[src/rtl/trackball_emulator.sv]
// trackball_emulator: turns MiSTer mouse packets and joystick directions into player-1 trackball
// quadrature pairs. Define TRACKBALL_JOY_ACCEL_EN for a 4x joystick rate after a long hold.
module trackball_emulator #(
  parameter int CNT_W     = 10,
  parameter int STEP_DIV  = 64,
  parameter int JOY_DIV   = 256,
  parameter int MOUSE_SHL = 1
) (
  input  logic       clk,
  input  logic       reset_n,
  input  logic       ce,
  input  logic       enable,
  input  logic       joy_l,
  input  logic       joy_r,
  input  logic       joy_u,
  input  logic       joy_d,
  input  logic [8:0] mouse_dx,
  input  logic [8:0] mouse_dy,
  input  logic       mouse_strobe,
  output logic       x_qa,
  output logic       x_qb,
  output logic       y_qa,
  output logic       y_qb
);

  localparam int SDW = (STEP_DIV > 1) ? $clog2(STEP_DIV) : 1;
  localparam int JDW = (JOY_DIV > 1) ? $clog2(JOY_DIV) : 1;
  // Wide enough that a shifted packet plus a full accumulator cannot overflow before the clamp.
  localparam int AW  = CNT_W + 12;
  localparam logic signed [AW-1:0] ACC_MAX = AW'((2 ** (CNT_W - 1)) - 1);
  localparam logic signed [AW-1:0] ACC_MIN = -ACC_MAX;

  logic [SDW-1:0]          step_cnt_r;
  logic [JDW-1:0]          joy_cnt_r;
  logic                    strobe_prev_r;
  logic                    armed_r;
  logic signed [CNT_W-1:0] acc_x_r;
  logic signed [CNT_W-1:0] acc_y_r;
  logic [1:0]              phase_x_r;
  logic [1:0]              phase_y_r;

  logic                    tick_s;
  logic                    step_wrap_s;
  logic                    joy_wrap_s;
  logic                    pkt_s;
  logic [1:0]              dir_x_s;
  logic [1:0]              dir_y_s;
  logic                    fire_x_s;
  logic                    fire_y_s;
  logic signed [AW-1:0]    pkt_x_s;
  logic signed [AW-1:0]    pkt_y_s;
  logic signed [AW-1:0]    sum_x_s;
  logic signed [AW-1:0]    sum_y_s;

  function automatic logic signed [CNT_W-1:0] sat_acc(input logic signed [AW-1:0] v);
    if (v > ACC_MAX) begin
      return ACC_MAX[CNT_W-1:0];
    end else if (v < ACC_MIN) begin
      return ACC_MIN[CNT_W-1:0];
    end else begin
      return v[CNT_W-1:0];
    end
  endfunction

  // dir is {positive, negative}; both or neither cancel to zero.
  function automatic logic signed [AW-1:0] inject_val(input logic fire, input logic [1:0] dir);
    if (fire && dir == 2'b10) begin
      return {{(AW-1){1'b0}}, 1'b1};
    end else if (fire && dir == 2'b01) begin
      return {AW{1'b1}};
    end else begin
      return {AW{1'b0}};
    end
  endfunction

  function automatic logic signed [AW-1:0] step_val(input logic wrap, input logic signed [CNT_W-1:0] acc);
    if (!wrap || acc == {CNT_W{1'b0}}) begin
      return {AW{1'b0}};
    end else if (acc[CNT_W-1]) begin
      return {AW{1'b1}};
    end else begin
      return {{(AW-1){1'b0}}, 1'b1};
    end
  endfunction

  function automatic logic [1:0] phase_step(input logic [1:0] ph, input logic fwd);
    case ({fwd, ph})
      3'b1_00: return 2'b01;
      3'b1_01: return 2'b11;
      3'b1_11: return 2'b10;
      3'b1_10: return 2'b00;
      3'b0_00: return 2'b10;
      3'b0_10: return 2'b11;
      3'b0_11: return 2'b01;
      3'b0_01: return 2'b00;
      default: return 2'b00;
    endcase
  endfunction

  assign tick_s      = ce & enable;
  assign step_wrap_s = tick_s & (step_cnt_r == SDW'(STEP_DIV - 1));
  assign joy_wrap_s  = tick_s & (joy_cnt_r == JDW'(JOY_DIV - 1));
  assign pkt_s       = armed_r & (mouse_strobe != strobe_prev_r);
  assign dir_x_s     = {joy_r & ~joy_l, joy_l & ~joy_r};
  assign dir_y_s     = {joy_d & ~joy_u, joy_u & ~joy_d};

  assign pkt_x_s = pkt_s ? (AW'($signed(mouse_dx)) <<< MOUSE_SHL) : {AW{1'b0}};
  assign pkt_y_s = pkt_s ? -(AW'($signed(mouse_dy)) <<< MOUSE_SHL) : {AW{1'b0}};
  assign sum_x_s = AW'(acc_x_r) + pkt_x_s + inject_val(fire_x_s, dir_x_s) - step_val(step_wrap_s, acc_x_r);
  assign sum_y_s = AW'(acc_y_r) + pkt_y_s + inject_val(fire_y_s, dir_y_s) - step_val(step_wrap_s, acc_y_r);

`ifdef TRACKBALL_JOY_ACCEL_EN
  logic [5:0] hold_x_r;
  logic [5:0] hold_y_r;
  logic [1:0] last_x_r;
  logic [1:0] last_y_r;
  logic       quarter_wrap_s;

  function automatic logic [5:0] hold_next(input logic [5:0] hold, input logic [1:0] last,
                                           input logic [1:0] dir, input logic fire);
    if (dir == 2'b00 || dir != last) begin
      return 6'd0;
    end else if (fire && hold != 6'd63) begin
      return hold + 6'd1;
    end else begin
      return hold;
    end
  endfunction

  assign quarter_wrap_s = tick_s & ((joy_cnt_r % JDW'(JOY_DIV / 4)) == JDW'(JOY_DIV / 4 - 1));
  assign fire_x_s = (dir_x_s != 2'b00) & (joy_wrap_s | ((hold_x_r == 6'd63) & quarter_wrap_s));
  assign fire_y_s = (dir_y_s != 2'b00) & (joy_wrap_s | ((hold_y_r == 6'd63) & quarter_wrap_s));

  // Per-axis hold counters; a released or reversed stick starts the ramp over.
  always_ff @(posedge clk or negedge reset_n) begin
    if (!reset_n) begin
      hold_x_r <= 6'd0;
      hold_y_r <= 6'd0;
      last_x_r <= 2'b00;
      last_y_r <= 2'b00;
    end else begin
      hold_x_r <= hold_next(hold_x_r, last_x_r, dir_x_s, fire_x_s);
      hold_y_r <= hold_next(hold_y_r, last_y_r, dir_y_s, fire_y_s);
      last_x_r <= dir_x_s;
      last_y_r <= dir_y_s;
    end
  end
`else
  assign fire_x_s = (dir_x_s != 2'b00) & joy_wrap_s;
  assign fire_y_s = (dir_y_s != 2'b00) & joy_wrap_s;
`endif

  // Strobe edge detector (armed one cycle after reset) and the shared step/joystick dividers.
  always_ff @(posedge clk or negedge reset_n) begin
    if (!reset_n) begin
      strobe_prev_r <= 1'b0;
      armed_r       <= 1'b0;
      step_cnt_r    <= {SDW{1'b0}};
      joy_cnt_r     <= {JDW{1'b0}};
    end else begin
      strobe_prev_r <= mouse_strobe;
      armed_r       <= 1'b1;
      if (tick_s) begin
        step_cnt_r <= step_wrap_s ? {SDW{1'b0}} : step_cnt_r + 1'b1;
        joy_cnt_r  <= joy_wrap_s ? {JDW{1'b0}} : joy_cnt_r + 1'b1;
      end
    end
  end

  // Pending-step accumulators and Gray phase registers that drive the outputs directly.
  always_ff @(posedge clk or negedge reset_n) begin
    if (!reset_n) begin
      acc_x_r   <= {CNT_W{1'b0}};
      acc_y_r   <= {CNT_W{1'b0}};
      phase_x_r <= 2'b00;
      phase_y_r <= 2'b00;
    end else begin
      acc_x_r <= sat_acc(sum_x_s);
      acc_y_r <= sat_acc(sum_y_s);
      if (step_wrap_s && acc_x_r != {CNT_W{1'b0}}) begin
        phase_x_r <= phase_step(phase_x_r, ~acc_x_r[CNT_W-1]);
      end
      if (step_wrap_s && acc_y_r != {CNT_W{1'b0}}) begin
        phase_y_r <= phase_step(phase_y_r, ~acc_y_r[CNT_W-1]);
      end
    end
  end

  assign x_qa = phase_x_r[1];
  assign x_qb = phase_x_r[0];
  assign y_qa = phase_y_r[1];
  assign y_qb = phase_y_r[0];

endmodule

[config.mk]
export PLATFORM = sky130hd
export DESIGN_NAME = trackball_emulator
export DESIGN_NICKNAME = d
export VERILOG_FILES = /design/src/rtl/trackball_emulator.sv
export SDC_FILE = /design/constraint.sdc
export NUM_CORES = 1
export LEC_CHECK = 0
export CAP_MARGIN = 20
export CORE_ASPECT_RATIO = 0.6
export CORE_MARGIN = 5
export CORE_UTILIZATION = 40
export DETAILED_ROUTE_END_ITERATION = 12
export REMOVE_ABC_BUFFERS = 1
export SLEW_MARGIN = 30
export SYNTH_ARGS = -nofsm -noshare
export SYNTH_HDL_FRONTEND = slang
export SYNTH_SLANG_ARGS = --single-unit
[constraint.sdc]
create_clock -name clk -period 5.4 [get_ports clk]
set_input_delay 1.08 -clock clk [delete_from_list [all_inputs] [get_ports clk]]
set_output_delay 1.08 -clock clk [all_outputs]
set_load 0.01 [all_outputs]
==> results of run 1 <==
[area by class of cell]
class | instances | area (µm²)
fill | 1113 | 5199
multi-input combinational | 493 | 4861
timing repair buffer | 211 | 1749
sequential | 40 | 1001
inverter | 113 | 429.2
tap | 175 | 219.0
clock buffer | 5 | 125.1
clock inverter | 3 | 42.54
[worst max-delay path, stage by stage]
cell and delay [ps]:
sky130_fd_sc_hd__buf_6 70, sky130_fd_sc_hd__and2_4 140, sky130_fd_sc_hd__and4_4 210, sky130_fd_sc_hd__and3_4 260, sky130_fd_sc_hd__o41ai_4 110, sky130_fd_sc_hd__inv_2 100
sky130_fd_sc_hd__nand2_4 90, sky130_fd_sc_hd__fa_1 510, sky130_fd_sc_hd__inv_1 50, sky130_fd_sc_hd__fa_2 560, sky130_fd_sc_hd__inv_1 60, sky130_fd_sc_hd__ha_1 320
sky130_fd_sc_hd__a211oi_2 310, sky130_fd_sc_hd__o21a_1 210, sky130_fd_sc_hd__nor2_1 90, sky130_fd_sc_hd__buf_4 160, sky130_fd_sc_hd__o2111ai_1 200, sky130_fd_sc_hd__nor2_1 90
sky130_fd_sc_hd__a21oi_2 150, sky130_fd_sc_hd__nand3b_1 190, sky130_fd_sc_hd__nand2_4 100, sky130_fd_sc_hd__or3b_1 370
[layer usage]
metal  track usage (%)  share of wire [%]  vias up
met4             2.339               0.58        0
met2             31.79                 42      144
met3             3.945                6.1       13
li1                  -                  -     2649
met5                 0                  0        -
met1             34.24                 51     2701
[placed cells by master (no fill, tap or decap), drive strengths merged, types with 4 or more instances in the layout]
cell type / netlist / final
a2111oi: 4 / 4
a211oi: 8 / 8
a21boi: 6 / 6
a21o: 11 / 11
a21oi: 36 / 36
and2: 7 / 7
and3: 12 / 12
buf: 4 / 184
clkbuf: 6 / 7
clkdlybuf4s50: 0 / 17
dfrtp: 40 / 40
dlymetal6s2s: 0 / 5
fa: 49 / 49
ha: 55 / 55
inv: 113 / 113
nand2: 60 / 60
nand2b: 5 / 5
nand3: 16 / 16
nand4: 12 / 12
nor2: 45 / 45
nor2b: 4 / 4
nor3: 10 / 10
nor3b: 4 / 4
o211ai: 7 / 7
o21a: 5 / 5
o21ai: 45 / 45
o21bai: 5 / 5
o22ai: 4 / 4
or4: 5 / 5
xnor2: 19 / 19
xor2: 15 / 16
[path summary, 6_finish.rpt]
check	start	cells past startpoint	to
worst max register to register	acc_x_r[9]	19	acc_x_r[0]
worst max-delay path	enable	22	acc_x_r[0]
worst min register to register	joy_cnt_r[4]	1	joy_cnt_r[4]
max in group asynchronous	reset_n	1	strobe_prev_r
min in group asynchronous	reset_n	1	step_cnt_r[2]
worst min-delay path	joy_cnt_r[4]	1	joy_cnt_r[4]
[sequential cells by signal, summed over array words and instances, names as in the netlist]
name	cells
acc_x_r	10
acc_y_r	10
joy_cnt_r	8
step_cnt_r	6
phase_x_r	2
phase_y_r	2
armed_r	1
strobe_prev_r	1
[cell families (layout without fill, tap and decap cells)]
family / Yosys count / count (layout) / synth area share (%)
and+or+nand+nor: 199 / 199 / 18.61
AOI/OAI and AO/OA: 154 / 154 / 18.74
buffers and inverters: 123 / 332 / 8.412
adders and majority gates: 104 / 104 / 30.09
DFF: 40 / 40 / 18.04
xor gates and xnor gates: 34 / 35 / 6.044
other: 1 / 1 / 0.06759
[repair_timing]
item / in CTS / in global routing
pin swaps: 49 / 46
resized for setup: 108 / 84
setup endpoints to repair: 20 / 19
cloned: 2 / 0
setup buffers: 19 / 16
[through the flow]
stage | TNS, ps | std cells | worst slack [ps] | hold WS [ps] | util, %
after detailed placement | -16800 | 996 | -1003 | 471.3 | 52.31
after CTS | 0 | 1025 | 54.65 | 481.0 | 58.61
after global placement | -15020 | 996 | -906.4 | 467.9 | 52.31
after floorplan | -4375 | 645 | -489.8 | 446.2 | -
after global routing | -263.6 | 1040 | -62.13 | 495.2 | 61.85
final | 0 | 1040 | 120.3 | 483.1 | 61.85
==> results.cfg, run 1 <==
[floorplanning]
die_w_um = 162.0
core_area_mm2 = 0.01363
die_ar_mm2 = 0.01640
floorplan.io_pins = 31
num_rows = 33
die_height_um = 101.2
initial_cell_density_of_the_core_pct = 40.72

[critical_path]
critPathArrivalTime_ps = 5440
start_kind = input pin
critical_path_class = in -> reg
cp-end-kind = flip-flop
worst_reg_to_reg_setup_slack_ps = 260
critical_path_required_ps = 5560
timing.critical_path.fanout_max = 6

[final_layout]
final_net_count = 995
flow.area_growth_from_synthesis_pct = 51.89
antennaDiodeCount = 0
ratio_of_cells_with_drive_above_1_in_the_final_layout_pct = 38.96
stdcell_area_mm2 = 0.008427

[run]
max_cap_violations = 0

[drt]
dr.first_iter.drc_count = 303
post_drt_via_cell_ratio = 5.295
first_pass_iters = 5
drt.antenna.violating_nets = 0
total_length_of_routed_wires_um = 17560
route.detailed.wl_per_inst_um = 16.88
drcViolationCount = 0
detailroute.via_count = 5507

[timing]
setup_violations = 0
fin_worst_skew_ps = 5.942
hold_viol = 0
max-slew-margin-rel_pct = 64.90
fmax_ghz = 0.1894
period_share_pct = 97.77
slew_violations = 0
final.min_clock_period_ps = 5280
rsz0062_at_grt = true
tightestPinTransition_ps = 526.5

[global_routing]
grt_antenna_before_repair = 0
grt_overflow_total = 0
groute.usage.overall_pct = 21.69
grt_first_pass_wirelength_um = 28640
pin_count_of_the_biggest_net_entering_global_routing = 41
first_global_vias = 5592

[synthesis]
synthesis.area_per_instance_um2 = 8.470
synth.largest_area_cell = sky130_fd_sc_hd__dfrtp_1
synth.top_cell.area_share_pct = 18.04
synth.top_cells.by_area = sky130_fd_sc_hd__dfrtp_1 18%, sky130_fd_sc_hd__fa_1 18%, sky130_fd_sc_hd__ha_1 12%
synth_sequential_area_ratio_pct = 18.04
synth.yosys.warnings = 0
synth_enable_flop_cells = 0
netlist-cell-type-count = 72
postSynthCellCount = 655
synth_top_flop_cell = sky130_fd_sc_hd__dfrtp_1
synthMostInstantiatedCell = sky130_fd_sc_hd__inv_1
syn_area_mm2 = 0.005548
synth-seq-cells = 40
netlist_top_cells_count = 112 x sky130_fd_sc_hd__inv_1, 58 x sky130_fd_sc_hd__nand2_1, 55 x sky130_fd_sc_hd__ha_1
async_reset_ff_share_pct = 100.0

[place]
routabilityCongestion = 0.9462
dpl_cell_area_mm2 = 0.007128
dpl.hpwl_um = 13350
numPortBuffers = 30

[clock_tree]
tritoncts.num_buffers = 5
clock_tree.buffer_depth = 2
h-tree-depth = 2
clock_insertion_delay_worst_skew_ps = 280
cts_hold_repair.buffers = 0
clock_tree_from_tritoncts = built
worst_path_clk_slew_ps = 60
clk_root_buffer_cell = sky130_fd_sc_hd__clkbuf_16
cts.sinks = 40

[run_status]
run_status = finished clean

[worst_hold_path]
hp-class = reg -> reg
Power of run 1 is not shown: default switching activity piles up to over one toggle a cycle in this logic, so the estimate is an artifact.
==> run 2: changes to the inputs <==
--- a/config.mk
+++ b/config.mk
@@ -8,7 +8,7 @@
 export CAP_MARGIN = 20
 export CORE_ASPECT_RATIO = 0.6
 export CORE_MARGIN = 5
-export CORE_UTILIZATION = 40
+export CORE_UTILIZATION = 30
 export DETAILED_ROUTE_END_ITERATION = 12
 export REMOVE_ABC_BUFFERS = 1
 export SLEW_MARGIN = 30
==> run 2 against run 1 <==
  * Maximum frequency shrank 0.12%
  * Clock skew shrank 1.8 ps
  * Final area shrank 0.58%
  * Flip-flop and latch count is the same
  * Highest routed layer unchanged
  * Register-to-register slack gained 210 ps
  * Non-clock buffer count shrank 4
  * Global-route usage shrank 5.0 points
  * Worst setup slack lost 6.3 ps
  * First-iteration DRC count grew 46%
  * Wire length shrank 0.32%
  * Largest cell class unchanged
  * Via count shrank 2.0%
==> results.cfg, run 2 (synthesis results as in run 1) <==
[run_status]
run_status = finished clean

[place]
routabilityCongestion = 0.9196
dp.cells = 1062
dpl.hpwl_um = 13560
numPortBuffers = 30
dpl_cell_area_mm2 = 0.007229

[drt]
drt.antenna.violating_nets = 0
drcViolationCount = 0
first_pass_iters = 5
post_drt_via_cell_ratio = 4.905
detailroute.via_count = 5395
dr.first_iter.drc_count = 441
route.detailed.wl_per_inst_um = 15.91
total_length_of_routed_wires_um = 17500

[timing]
period_share_pct = 97.89
final.min_clock_period_ps = 5286
rsz0062_at_grt = true
setup_violations = 0
fin_worst_skew_ps = 4.157
hold_viol = 0
max-slew-margin-rel_pct = 65.19
tightestPinTransition_ps = 522.2
slew_violations = 0
timing.hold.ws_ps = 480.7
fmax_ghz = 0.1892

[clock_tree]
h-tree-depth = 2
clk_root_buffer_cell = sky130_fd_sc_hd__clkbuf_16
clock_insertion_delay_worst_skew_ps = 280
clock_tree_from_tritoncts = built
cts_hold_repair.buffers = 0
worst_path_clk_slew_ps = 60
cts.sinks = 40
clock_tree.buffer_depth = 2
tritoncts.num_buffers = 5

[global_routing]
pin_count_of_the_biggest_net_entering_global_routing = 41
grt_overflow_total = 0
groute.layer.met3.usage_pct = 3.857
grt_antenna_before_repair = 0
grt_first_pass_wirelength_um = 28350
grt.busiest_layer = met1
grt_util_met1_pct = 28.77
first_global_vias = 5345
use_met2_pct = 20.85
groute.usage.overall_pct = 16.69

[critical_path]
reg2reg_from = acc_x_r[8]
critPathArrivalTime_ps = 5500
start_kind = input pin
cp-end-kind = flip-flop
cells_on_worst_reg2reg_path = 18
worst_reg_to_reg_setup_slack_ps = 470
timing.critical_path.fanout_max = 7
end_of_the_worst_register_to_register_path = acc_x_r[0]
critical_path_required_ps = 5610
critical_path_class = in -> reg

[worst_hold_path]
hold_start = joy_cnt_r[4]
holdPathStages = 1
hp-class = reg -> reg
holdPathEnd = joy_cnt_r[4]

[final_layout]
stdcell_area_mm2 = 0.008378
layout.cells.non_filler = 1100
biggestRegsByFlops = acc_x_r: 10 flops, acc_y_r: 10 flops, joy_cnt_r: 8 flops
multi_input_area_mm2 = 0.004762
flow.area_growth_from_synthesis_pct = 51.01
final_net_count = 990
layout_common_cells = 166 x sky130_fd_sc_hd__buf_4, 101 x sky130_fd_sc_hd__inv_1, 51 x sky130_fd_sc_hd__nand2_1
final-seq-area_mm2 = 0.001001
mostFrequentLayoutCell = sky130_fd_sc_hd__buf_4
post-route-util_pct = 46.25
final.fill_count = 1679
antennaDiodeCount = 0
ratio_of_cells_with_drive_above_1_in_the_final_layout_pct = 37.09

[floorplanning]
initial_cell_density_of_the_core_pct = 30.63
die_height_um = 115.3
num_rows = 38
die_w_um = 185.6
die_ar_mm2 = 0.02140
core_area_mm2 = 0.01811
floorplan.io_pins = 31

[run]
max_cap_violations = 0
[run 2: cell count changes in the layout (fill, tap and decap cells not counted), moves of 3 or more]
cell	before	now
sky130_fd_sc_hd__o21ai_2	6	3
sky130_fd_sc_hd__a21oi_1	19	16
sky130_fd_sc_hd__buf_4	169	166
sky130_fd_sc_hd__a21boi_4	3	0
sky130_fd_sc_hd__xnor2_1	14	17
sky130_fd_sc_hd__o21ai_1	4	8
sky130_fd_sc_hd__xnor2_2	4	0
[run 2: per-stage QoR]
| stage | TNS (ps) | setup WS [ps] |
|---|---|---|
| after floorplan | -4375 | -489.8 |
| after global placement | -14950 | -921.9 |
| after detailed placement | -16640 | -944.5 |
| after CTS | 0 | 10.66 |
| after global routing | -274.6 | -44.99 |
| final | 0 | 114.0 |
[run 2: worst max-delay path: stages]
cell and delay [ps]:
sky130_fd_sc_hd__clkdlybuf4s15_1 220, sky130_fd_sc_hd__inv_1 60, sky130_fd_sc_hd__ha_1 310, sky130_fd_sc_hd__or4b_4 630
sky130_fd_sc_hd__buf_12 200, sky130_fd_sc_hd__fa_1 530, sky130_fd_sc_hd__inv_1 70, sky130_fd_sc_hd__ha_4 290
sky130_fd_sc_hd__buf_4 150, sky130_fd_sc_hd__nand3_1 90, sky130_fd_sc_hd__a211oi_2 270, sky130_fd_sc_hd__o21ai_2 140
sky130_fd_sc_hd__and3_1 200, sky130_fd_sc_hd__or3_4 390, sky130_fd_sc_hd__a2111oi_4 320, sky130_fd_sc_hd__and4b_2 320
sky130_fd_sc_hd__nor2_4 80, sky130_fd_sc_hd__o21ai_2 120
[run 2: worst max-delay path by stage]
stage | start | end | slack, ps | depth (start not counted)
after global placement | ce | acc_y_r[0] | -920 | 21
after CTS | mouse_dy[2] | acc_y_r[3] | 10 | 22
after detailed placement | ce | acc_y_r[8] | -940 | 20
after global routing | enable | acc_y_r[7] | -40 | 22
final | joy_u | acc_y_r[3] | 110 | 18
after floorplan | ce | acc_x_r[0] | -490 | 19
[run 2: final cells by class]
cell class	count	share of cell area [%]
clock buffers	5	1.493
clock inverters	3	0.5078
inverters	113	5.093
multi-input cells	492	56.84
flip-flops and latches	40	11.95
well taps	240	3.584
repair buffers	207	20.53
[run 2: layer usage]
| metal | vias to the layer above | routed length [µm] |
|---|---|---|
| li1 | 2642 | - |
| met1 | 2575 | 9588 |
| met2 | 166 | 6220 |
| met3 | 12 | 1589 |
| met4 | 0 | 103 |
| met5 | - | 0 |
[run 2: repair_timing]
item	4_1_cts	5_1_grt
endpoints found under the setup margin	20	18
resized for setup	108	65
pin swaps	56	57
gates cloned	1	0
setup buffers	18	12
Power of run 2 is left out for the same reason.
==> run 3: changes to the inputs <==
--- a/config.mk
+++ b/config.mk
@@ -9,6 +9,7 @@
 export CORE_ASPECT_RATIO = 0.6
 export CORE_MARGIN = 5
 export CORE_UTILIZATION = 30
+export CTS_CLUSTER_DIAMETER = 120
 export DETAILED_ROUTE_END_ITERATION = 12
 export REMOVE_ABC_BUFFERS = 1
 export SLEW_MARGIN = 30
==> results of run 3 <==
Same layout as run 2: the final DEF is identical, and so are final timing and power.
Power of run 3 is left out for the same reason.
